==> src/rtl/pwm_multi.sv <==
// Multi-channel PWM generator: one shared prescaled counter, edge or
// center aligned, with shadowed period/duty/mode applied at period boundaries.
//
// Ports:
//   rst_n      async active-low reset
//   clk_i      clock
//   enable_i   run when high; halts and zeroes outputs when low
//   presc_i    counter advances every presc_i+1 clocks
//   period_i   top count, captured on load_i
//   duty_i     per-channel duty, channel k at [k*WIDTH +: WIDTH]
//   mode_i     0 = edge aligned, 1 = center aligned
//   load_i     strobe capturing period/duty/mode into pending registers
//   pwm_o      registered PWM outputs
//   cycle_o    one-clock pulse after each period boundary
//   pending_o  captured values waiting for the next boundary
module pwm_multi #(
    parameter int WIDTH       = 8,
    parameter int CHANNELS    = 4,
    parameter int PRESC_WIDTH = 8
) (
    input  logic                      rst_n,
    input  logic                      clk_i,
    input  logic                      enable_i,
    input  logic [PRESC_WIDTH-1:0]    presc_i,
    input  logic [WIDTH-1:0]          period_i,
    input  logic [CHANNELS*WIDTH-1:0] duty_i,
    input  logic                      mode_i,
    input  logic                      load_i,
    output logic [CHANNELS-1:0]       pwm_o,
    output logic                      cycle_o,
    output logic                      pending_o
);

    logic [PRESC_WIDTH-1:0]    r_presc;
    logic [WIDTH-1:0]          r_cnt;
    logic                      r_dir;
    logic [WIDTH-1:0]          r_per_act;
    logic [CHANNELS*WIDTH-1:0] r_duty_act;
    logic                      r_mode_act;
    logic [WIDTH-1:0]          r_per_pnd;
    logic [CHANNELS*WIDTH-1:0] r_duty_pnd;
    logic                      r_mode_pnd;
    logic                      r_pending;
    logic [CHANNELS-1:0]       r_pwm;
    logic                      r_cycle;

    logic                      w_tick;
    logic [WIDTH-1:0]          w_cnt_nxt;
    logic                      w_dir_nxt;
    logic                      w_bnd;
    logic                      w_take_new;
    logic                      w_take_pend;
    logic                      w_pend_nxt;
    logic [CHANNELS-1:0]       w_cmp;

    // ">=" so a presc_i lowered below the running count ticks at once
    assign w_tick = enable_i && (r_presc >= presc_i);

    // Counter step taken on a tick; dir 0 = up, 1 = down
    always_comb begin
        w_cnt_nxt = r_cnt;
        w_dir_nxt = r_dir;
        if (!r_mode_act) begin
            if (r_cnt >= r_per_act)
                w_cnt_nxt = '0;
            else
                w_cnt_nxt = r_cnt + WIDTH'(1);
        end else if (r_per_act == '0) begin
            w_cnt_nxt = '0;
        end else if (!r_dir) begin
            if (r_cnt >= r_per_act) begin
                w_cnt_nxt = r_per_act - WIDTH'(1);
                w_dir_nxt = 1'b1;
            end else begin
                w_cnt_nxt = r_cnt + WIDTH'(1);
            end
        end else begin
            w_cnt_nxt = r_cnt - WIDTH'(1);
        end
        // Arriving at 0 always resumes counting up
        if (w_cnt_nxt == '0)
            w_dir_nxt = 1'b0;
    end

    // Every return to 0 is a period boundary in both modes
    assign w_bnd       = w_tick && (w_cnt_nxt == '0);
    assign w_take_new  = w_bnd && load_i;
    assign w_take_pend = r_pending && (w_bnd || !enable_i) && !w_take_new;
    assign w_pend_nxt  = load_i ? !w_bnd
                                : (r_pending && enable_i && !w_bnd);

    always_comb begin
        w_cmp = '0;
        for (int k = 0; k < CHANNELS; k++)
            w_cmp[k] = r_cnt < r_duty_act[k*WIDTH +: WIDTH];
    end

    always_ff @(posedge clk_i or negedge rst_n) begin
        if (!rst_n) begin
            r_presc    <= '0;
            r_cnt      <= '0;
            r_dir      <= 1'b0;
            r_per_act  <= '0;
            r_duty_act <= '0;
            r_mode_act <= 1'b0;
            r_per_pnd  <= '0;
            r_duty_pnd <= '0;
            r_mode_pnd <= 1'b0;
            r_pending  <= 1'b0;
            r_pwm      <= '0;
            r_cycle    <= 1'b0;
        end else begin
            r_cycle <= w_bnd;
            r_pwm   <= enable_i ? w_cmp : '0;

            if (!enable_i) begin
                r_presc <= '0;
                r_cnt   <= '0;
                r_dir   <= 1'b0;
            end else if (w_tick) begin
                r_presc <= '0;
                r_cnt   <= w_cnt_nxt;
                r_dir   <= w_dir_nxt;
            end else begin
                r_presc <= r_presc + PRESC_WIDTH'(1);
            end

            if (w_take_new) begin
                r_per_act  <= period_i;
                r_duty_act <= duty_i;
                r_mode_act <= mode_i;
            end else if (w_take_pend) begin
                r_per_act  <= r_per_pnd;
                r_duty_act <= r_duty_pnd;
                r_mode_act <= r_mode_pnd;
            end

            if (load_i && !w_bnd) begin
                r_per_pnd  <= period_i;
                r_duty_pnd <= duty_i;
                r_mode_pnd <= mode_i;
            end

            r_pending <= w_pend_nxt;
        end
    end

    assign pwm_o     = r_pwm;
    assign cycle_o   = r_cycle;
    assign pending_o = r_pending;

endmodule

==> config.mk <==
export PLATFORM = sky130hd
export DESIGN_NAME = pwm_multi
export DESIGN_NICKNAME = d
export VERILOG_FILES = /design/src/rtl/pwm_multi.sv
export SDC_FILE = /design/constraint.sdc
export NUM_CORES = 1
export LEC_CHECK = 0
export CORE_ASPECT_RATIO = 1.75
export CORE_MARGIN = 3
export CORE_UTILIZATION = 64
export CTS_CLUSTER_DIAMETER = 40
export DETAILED_ROUTE_END_ITERATION = 6
export PLACE_DENSITY = 0.89
export SKIP_LAST_GASP = 1
export SLEW_MARGIN = 20
export SYNTH_ARGS = -nofsm -noshare
export SYNTH_HDL_FRONTEND = slang
export SYNTH_SLANG_ARGS = --single-unit
==> constraint.sdc <==
create_clock -name clk_i -period 7.5 [get_ports clk_i]
set_clock_uncertainty 0.05 [all_clocks]
set_input_delay 1.875 -clock clk_i [delete_from_list [all_inputs] [get_ports clk_i]]
set_output_delay 1.875 -clock clk_i [all_outputs]
set_load 0.02 [all_outputs]
==> results of run 1 <==
## power by group
part / switching, mW / leakage, nW / internal (mW)
sequential: 0.0547 / 1.25 / 0.631
clock: 0.219 / 0.141 / 0.238
combinational: 0.176 / 2.33 / 0.142
total: 0.449 / 3.72 / 1.01
## layout make-up
class,instances,area [um2],share of cell area
multi-input combinational,463,3800,0.481
sequential,105,2630,0.333
timing repair buffer,67,649,0.0823
inverter,97,364,0.0461
clock buffer,10,239,0.0303
tap,130,163,0.0206
clock inverter,6,50.0,0.00634
## synthesized netlist by cell type, drive strengths merged (8+ instances only)
library cell / n
dfrtp: 105
inv: 97
a211oi: 88
ha: 49
nand2: 47
mux2: 41
o41ai: 41
clkbuf: 38
a21o: 25
nor2: 24
a21oi: 17
o21ai: 16
nand3: 14
buf: 12
nand2b: 11
a31oi: 8
nor4: 8
xnor2: 8
## final timing paths
kind                                 from              to  slack, ns  cells after the start
max                              r_cnt[2]   r_duty_act[1]       2.12                     11
min                        r_duty_pnd[22]  r_duty_pnd[22]       0.44                      1
max reg2reg                      r_cnt[2]   r_duty_act[1]       2.12                     11
min reg2reg                r_duty_pnd[22]  r_duty_pnd[22]       0.44                      1
max in group asynchronous           rst_n    r_per_pnd[3]       5.03                      2
min in group asynchronous           rst_n  r_duty_pnd[13]       1.29                      1
## per-stage QoR
| step | util | total power, mW | hold WS (ns) |
|---|---|---|---|
| after global placement | 0.710 | 0.984 | 0.418 |
| after CTS | 0.738 | 1.46 | 0.441 |
| after global routing | 0.738 | 1.53 | 0.451 |
| after floorplan | - | 0.897 | 0.408 |
| after detailed placement | 0.711 | 1.01 | 0.425 |
| final | 0.738 | 1.46 | 0.437 |
## critical path, delay by kind of cell (launching register included)
kind	cells	cell delay (ns)
adders and majority gates	1	0.38
and+or+nand+nor	3	1.21
DFF	1	0.65
AOI/OAI and AO/OA	4	1.83
muxes	1	0.20
buffers and inverters	2	0.88
## kinds of logic after synthesis
logic type	Yosys count
muxes	45
and+or+nand+nor	140
adders and majority gates	49
AOI/OAI and AO/OA	215
xor gates and xnor gates	14
buffers and inverters	147
DFF	105
## per-layer routing
metal / vias up / track usage / share of wire
met5: - / 0 / 0
li1: 2678 / - / -
met4: 0 / 0.177 / 0.044
met3: 73 / 0.0422 / 0.048
met2: 249 / 0.533 / 0.53
met1: 2865 / 0.349 / 0.38
## cell usage in the layout, fill, tap and decap left out, drive strengths merged, types with 10 or more instances in the layout
cell type      count
nand2             47
a21o              25
clkdlybuf4s50     57
a21oi             17
mux2              41
nand3             14
a211oi            88
o21ai             16
nor2              24
inv               99
buf               10
dfrtp            105
ha                49
o41ai             41
nand2b            11
clkbuf            10
## registers in the layout, summed over array words and instances, names as in the netlist
name	cells
r_cnt	8
r_per_pnd	8
r_duty_act	32
cycle_o	1
r_mode_act	1
pwm_o	4
r_presc	8
r_dir	1
r_duty_pnd	32
pending_o	1
r_mode_pnd	1
r_per_act	8
==> results by group, run 1 <==
Detailed routing
  – Number of vias per cell: 6.68
  – Final WL: between 15 and 20 mm
  – Detailed-route via count: 5865
  – Wirelength per Cell: a little over 20 um
  – Drt first-iter violations: 374
  – 1st-pass router iterations: 5
  – DRC violations left: 0
  – Antenna Violating Nets Remaining: 0

Final layout
  – Finished Layout Cells: 878
  – Ratio of cells with drive above 1 in the final layout: 0.112
  – Fillers: ~740
  – Number of nets in the layout: approximately 850
  – Post-route cell area: ~0.0079 mm2
  – Area growth syn-to-layout: 12.3%
  – # diodes: 0

Clocking
  – CTS tree: built
  – H-Tree Depth: 3
  – CTS clk-pin slew, worst paths: roughly 0.07 ns
  – Clock Tree Buf Depth: 2
  – Cts repair resizes: 0
  – Clk_lat worst skew: about 0.36 ns
  – Root Driver: clkbuf_16
  – Hold buffer count at CTS: 0
  – CTS Buf Count: 9
  – # Post-CTS Setup Buffers: 0
  – Clock sinks: ~110

Setup path
  – Crit Path Class: reg -> reg
  – CP max stage delay: between 0.9 and 1 ns
  – CP Max Fanout: 42
  – Kind of end point of the critical path: register
  – CP cell instances: ha_1 -> nor4_1 -> o21ai_1 -> a31oi_2 -> mux2i_1 -> nor4_1 -> nor4bb_4 -> buf_4 -> a32o_2 -> buf_4 -> a211oi_2
  – Worst setup SP type: register
  – CP arrival: 5.55 ns
  – CP Data Required Time: ~7.7 ns
  – Slowest-stage cell, CP: a32o_2

Synth
  – Post-synthesis mux area share: 0.0714
  – Post-Syn Instances: a little over 700
  – Dominant cells by area after synthesis: dfrtp_1 (37%), ha_1 (8.7%), a211oi_2 (7.1%), mux2_1 (6.4%), a211oi_1 (5.1%)
  – Post-synthesis xor/xnor area fraction: 0.0175
  – Distinct cells, synth: 56
  – Largest family of logic cells by synthesized area: compound AO/OA/AOI/OAI gates
  – Synth top area share: 0.374
  – Synth Area in Compound Gates: 0.256
  – Syn_nets: 817
  – Sequential share of the synthesized area: 0.374
  – Post-synthesis cell area: 0.00702 mm2
  – Asr flop ratio synth: 1.00
  – Avg Cell Area, Syn: 9.82 um2
  – Warnings, synthesis: 0
  – Area leader, netlist: dfrtp_1
  – Number of synthesized flops with an enable pin: 0
  – Synth Register Bits: about 110
  – Synth Flop Type: dfrtp_1
  – Area share of and/or/nand/nor cells after synthesis: 0.105
  – Synth Area in Adders: 0.0873

STA
  – RSZ-0062 raised after global routing: false
  – Worst-margin pin slew: approximately 1 ns
  – Setup TNS: 0 ns
  – Worst relative slew slack: 0.332
  – Final period utilization: 0.717
  – Peak Freq: about 190 MHz
  – Max Slew Vio Count: 0
  – Final min period: between 5 and 6 ns
  – Endpoints failing setup: 0
  – Setup WS post-layout: 2.12 ns
  – Final count of hold timing violations: 0

Placed design
  – Placed inst area: around 0.0076 mm2
  – Gpl congestion: between 0.9 and 1
  – Dpl cells: about 860
  – Post-DP HPWL: 12.2 mm
  – Worst slack, placed: ~1.8 ns
  – Port bufs: between 50 and 60

Outcome
  – Status: complete, no violations

Global route
  – Gr ovfl total: 0
  – First-pass GRT wire length: ~30 mm
  – Vias in the first global route: around 6000
  – Initial antenna violation count: 0
  – GRT Util Overall: 0.303
  – Maximum number of pins on one net before global-route repair: between 90 and 100

Die
  – Starting Density: 0.657
  – Core Area: around 0.011 mm2
  – Chip Width: about 85 um
  – Cell Rows: 50
  – Die Height: 145 um
  – Die ar.: ~0.012 mm2
  – Ports: 59

Power
  – PwrDens: ~190 mW/mm2
  – Worst VDD drop: 0.130 mV
  – Leak: approximately 3.7 nW

Min path
  – Min-Delay Path Class: reg -> reg

Run
  – Max-Cap Viols: 0
Note: power is estimated with default switching activity, not from simulation.
==> run 2: changes to the inputs <==
--- a/config.mk
+++ b/config.mk
@@ -7,10 +7,10 @@
 export LEC_CHECK = 0
 export CORE_ASPECT_RATIO = 1.75
 export CORE_MARGIN = 3
-export CORE_UTILIZATION = 64
+export CORE_UTILIZATION = 53
 export CTS_CLUSTER_DIAMETER = 40
 export DETAILED_ROUTE_END_ITERATION = 6
-export PLACE_DENSITY = 0.89
+export PLACE_DENSITY = 0.79
 export SKIP_LAST_GASP = 1
 export SLEW_MARGIN = 20
 export SYNTH_ARGS = -nofsm -noshare
==> constraint.sdc (replaced) <==
create_clock -name clk_i -period 4.9 [get_ports clk_i]
set_clock_uncertainty 0.05 [all_clocks]
set_input_delay 1.225 -clock clk_i [delete_from_list [all_inputs] [get_ports clk_i]]
set_output_delay 1.225 -clock clk_i [all_outputs]
set_load 0.02 [all_outputs]
==> run 2 against run 1 <==
  * Global-route usage down 4.6 points
  * Maximum frequency up 29%
  * Critical path depth decreased by 1
  * Combinational power rose by 53%
  * Setup slack got worse by 1.4 ns
  * Die area grew 20%
  * Sequential share of layout area decreased by 0.49 points
  * First-iteration DRC count down 11%
  * Flip-flop and latch count is the same
  * Register-to-register slack worse by 1.4 ns
  * Total power up 58%
  * Critical path type unchanged
  * Largest power group unchanged
==> results by group, run 2 (synthesis gave the netlist of run 1 again) <==
Global route
  – First-pass GRT wire length: 29.9 mm (about the same)
  – Maximum number of pins on one net before global-route repair: 76 (-19%)
  – Vias in the first global route: 6168 (unchanged)
  – Initial antenna violation count: 0 (unchanged)
  – GRT Util Overall: 0.257 (-0.0465)
  – Gr ovfl total: 0 (unchanged)

STA
  – RSZ-0062 raised after global routing: false
  – Final period utilization: 0.853 (+0.136)
  – Worst-margin pin slew: 0.972 ns (-0.0303 ns)
  – Endpoints failing setup: 0 (unchanged)
  – Hold_ws: 0.438 ns (+0.00141 ns)
  – Setup TNS: 0 ns (unchanged)
  – Setup WS post-layout: 0.721 ns (-1.40 ns)
  – Final count of hold timing violations: 0 (unchanged)
  – Worst relative slew slack: 0.352 (+0.0202)
  – Peak Freq: 239 MHz (+29%)
  – Final min period: 4.18 ns (-1.20 ns)
  – Max Slew Vio Count: 0 (unchanged)

Placed design
  – Post-DP HPWL: 12.8 mm (+4.5%)
  – Placed inst area: 0.00769 mm2 (+1.2%)
  – Port bufs: 58 (unchanged)
  – Gpl congestion: 0.980 (+1.6%)
  – Worst slack, placed: 0.627 ns (-1.20 ns)
  – Dpl cells: 908 (+5.3%)

Min path
  – Hold worst-path end: r_duty_pnd[2]
  – Min-Delay Path Class: reg -> reg
  – WHS Path Cells: 1 (unchanged)
  – HP Start: r_duty_pnd[2]

Setup path
  – Worst setup SP type: register
  – CP startpoint: r_cnt[1]
  – Reg-to-reg endpoint: r_per_act[3]
  – Worst r2r src: r_cnt[1]
  – R2R depth: 10 (-1)
  – Worst reg2reg setup slack: 0.72 ns (-1.40 ns)
  – Crit Path Class: reg -> reg
  – CP arrival: 4.35 ns (-1.20 ns)
  – Kind of end point of the critical path: register
  – CP Max Fanout: 16 (-62%)
  – CP Data Required Time: 5.07 ns (-2.60 ns)

Clocking
  – CTS tree: built
  – Clk_lat worst skew: 0.36 ns (about the same)
  – Clock Tree Buf Depth: 2 (unchanged)
  – Hold buffer count at CTS: 0 (unchanged)
  – # Post-CTS Setup Buffers: 0 (unchanged)
  – Root Driver: clkbuf_16
  – Clock sinks: 105 (unchanged)
  – CTS Buf Count: 9 (unchanged)
  – H-Tree Depth: 3 (unchanged)
  – CTS clk-pin slew, worst paths: 0.07 ns (about the same)
  – Cts repair resizes: 0 (unchanged)

Final layout
  – Ratio of cells with drive above 1 in the final layout: 0.120 (+0.00722)
  – Finished Layout Cells: 924 (+5.2%)
  – # diodes: 0 (unchanged)
  – Post-route cell area: 0.00801 mm2 (+1.5%)
  – Area growth syn-to-layout: 14.0%
  – Final core occ: 0.619 (-0.118)
  – Largest regs: r_duty_act: 32 flops, r_duty_pnd: 32 flops
  – Fillers: 1122 (+51%)
  – Most common cell after layout, fill and taps aside: dfrtp_1
  – Commonest cells after routing, fill and taps aside: dfrtp_1 (105), inv_1 (96), clkdlybuf4s50_1 (57)
  – Number of nets in the layout: 850 (+0.59%)

Power
  – Tot Pwr: 2.31 mW (+58%)
  – Switching power: 0.690 mW (+54%)
  – Int Pwr: 1.61 mW (+60%)
  – Sequential Power Share: 0.454 (-0.016)
  – Worst VDD drop: 0.150 mV (+16%)
  – Logic pwr share: 0.211 (-0.006)
  – Switching Share: 0.299 (-0.00828)
  – Clock group share of total power: 0.336 (+0.023)
  – Leak: 3.76 nW (+1.2%)
  – PwrDens: 288 mW/mm2 (+56%)

Outcome
  – Status: complete, no violations

Run
  – Max-Cap Viols: 0 (unchanged)

Die
  – Die Height: 158 um (+9.5%)
  – Chip Width: 93.0 um (+9.2%)
  – Cell Rows: 55 (+10%)
  – Die ar.: 0.0147 mm2 (+20%)
  – Ports: 59 (unchanged)
  – Starting Density: 0.543 (-0.114)
  – Core Area: 0.0129 mm2 (+21%)

Detailed routing
  – Antenna Violating Nets Remaining: 0 (unchanged)
  – Detailed-route via count: 5769 (-1.6%)
  – Wirelength per Cell: 20.0 um (-3.7%)
  – DRC violations left: 0 (unchanged)
  – Number of vias per cell: 6.24 (-6.5%)
  – Drt first-iter violations: 333 (-11%)
  – 1st-pass router iterations: 5 (unchanged)
  – Final WL: 18.5 mm (+1.3%)
-- run 2: area by class of cell --
cell class / count / area (um2) / area share
Multi-Input combinational cell: 463 / 3800 / 0.474
Sequential cell: 105 / 2630 / 0.328
Timing Repair Buffer: 72 / 683 / 0.0853
Inverter: 97 / 364 / 0.0455
Clock buffer: 11 / 253 / 0.0316
Tap cell: 171 / 214 / 0.0267
Clock inverter: 5 / 67.6 / 0.00844
-- run 2: critical path, cell delays in order (launching register included) --
cell      delay [ns]
dfrtp_1         0.60
ha_1            0.31
nor4_1          0.28
o21ai_1         0.19
a31oi_2         0.54
mux2i_1         0.19
nor4_1          0.47
nor4bb_4        0.29
a32o_2          0.59
buf_4           0.40
a211oi_2        0.12
-- run 2: how the worst max path moves through the flow --
stage	end	slack [ns]	depth (start not counted)
after floorplan	r_duty_pnd[0]	1.32	10
after global placement	r_per_act[2]	0.71	11
after detailed placement	r_per_act[3]	0.63	11
after CTS	r_per_act[3]	0.78	10
after global routing	r_duty_act[29]	0.52	10
final	r_per_act[3]	0.72	10
-- run 2: metal layers --
layer | GRT usage | vias to the layer above | routed length, um
li1 | - | 2679 | -
met1 | 0.292 | 2851 | 7240
met2 | 0.454 | 182 | 9720
met3 | 0.0421 | 57 | 730
met4 | 0.145 | 0 | 799
met5 | 0 | - | 0
-- run 2: power groups by stage --
stage | combinational [mW] | sequential, mW | clock, mW
CTS | 0.489 | 1.04 | 0.782
detailed placement | 0.486 | 1.06 | 0
global route | 0.541 | 1.06 | 0.818
global placement | 0.461 | 1.05 | 0
floorplan | 0.340 | 1.03 | 0
finish | 0.486 | 1.05 | 0.774
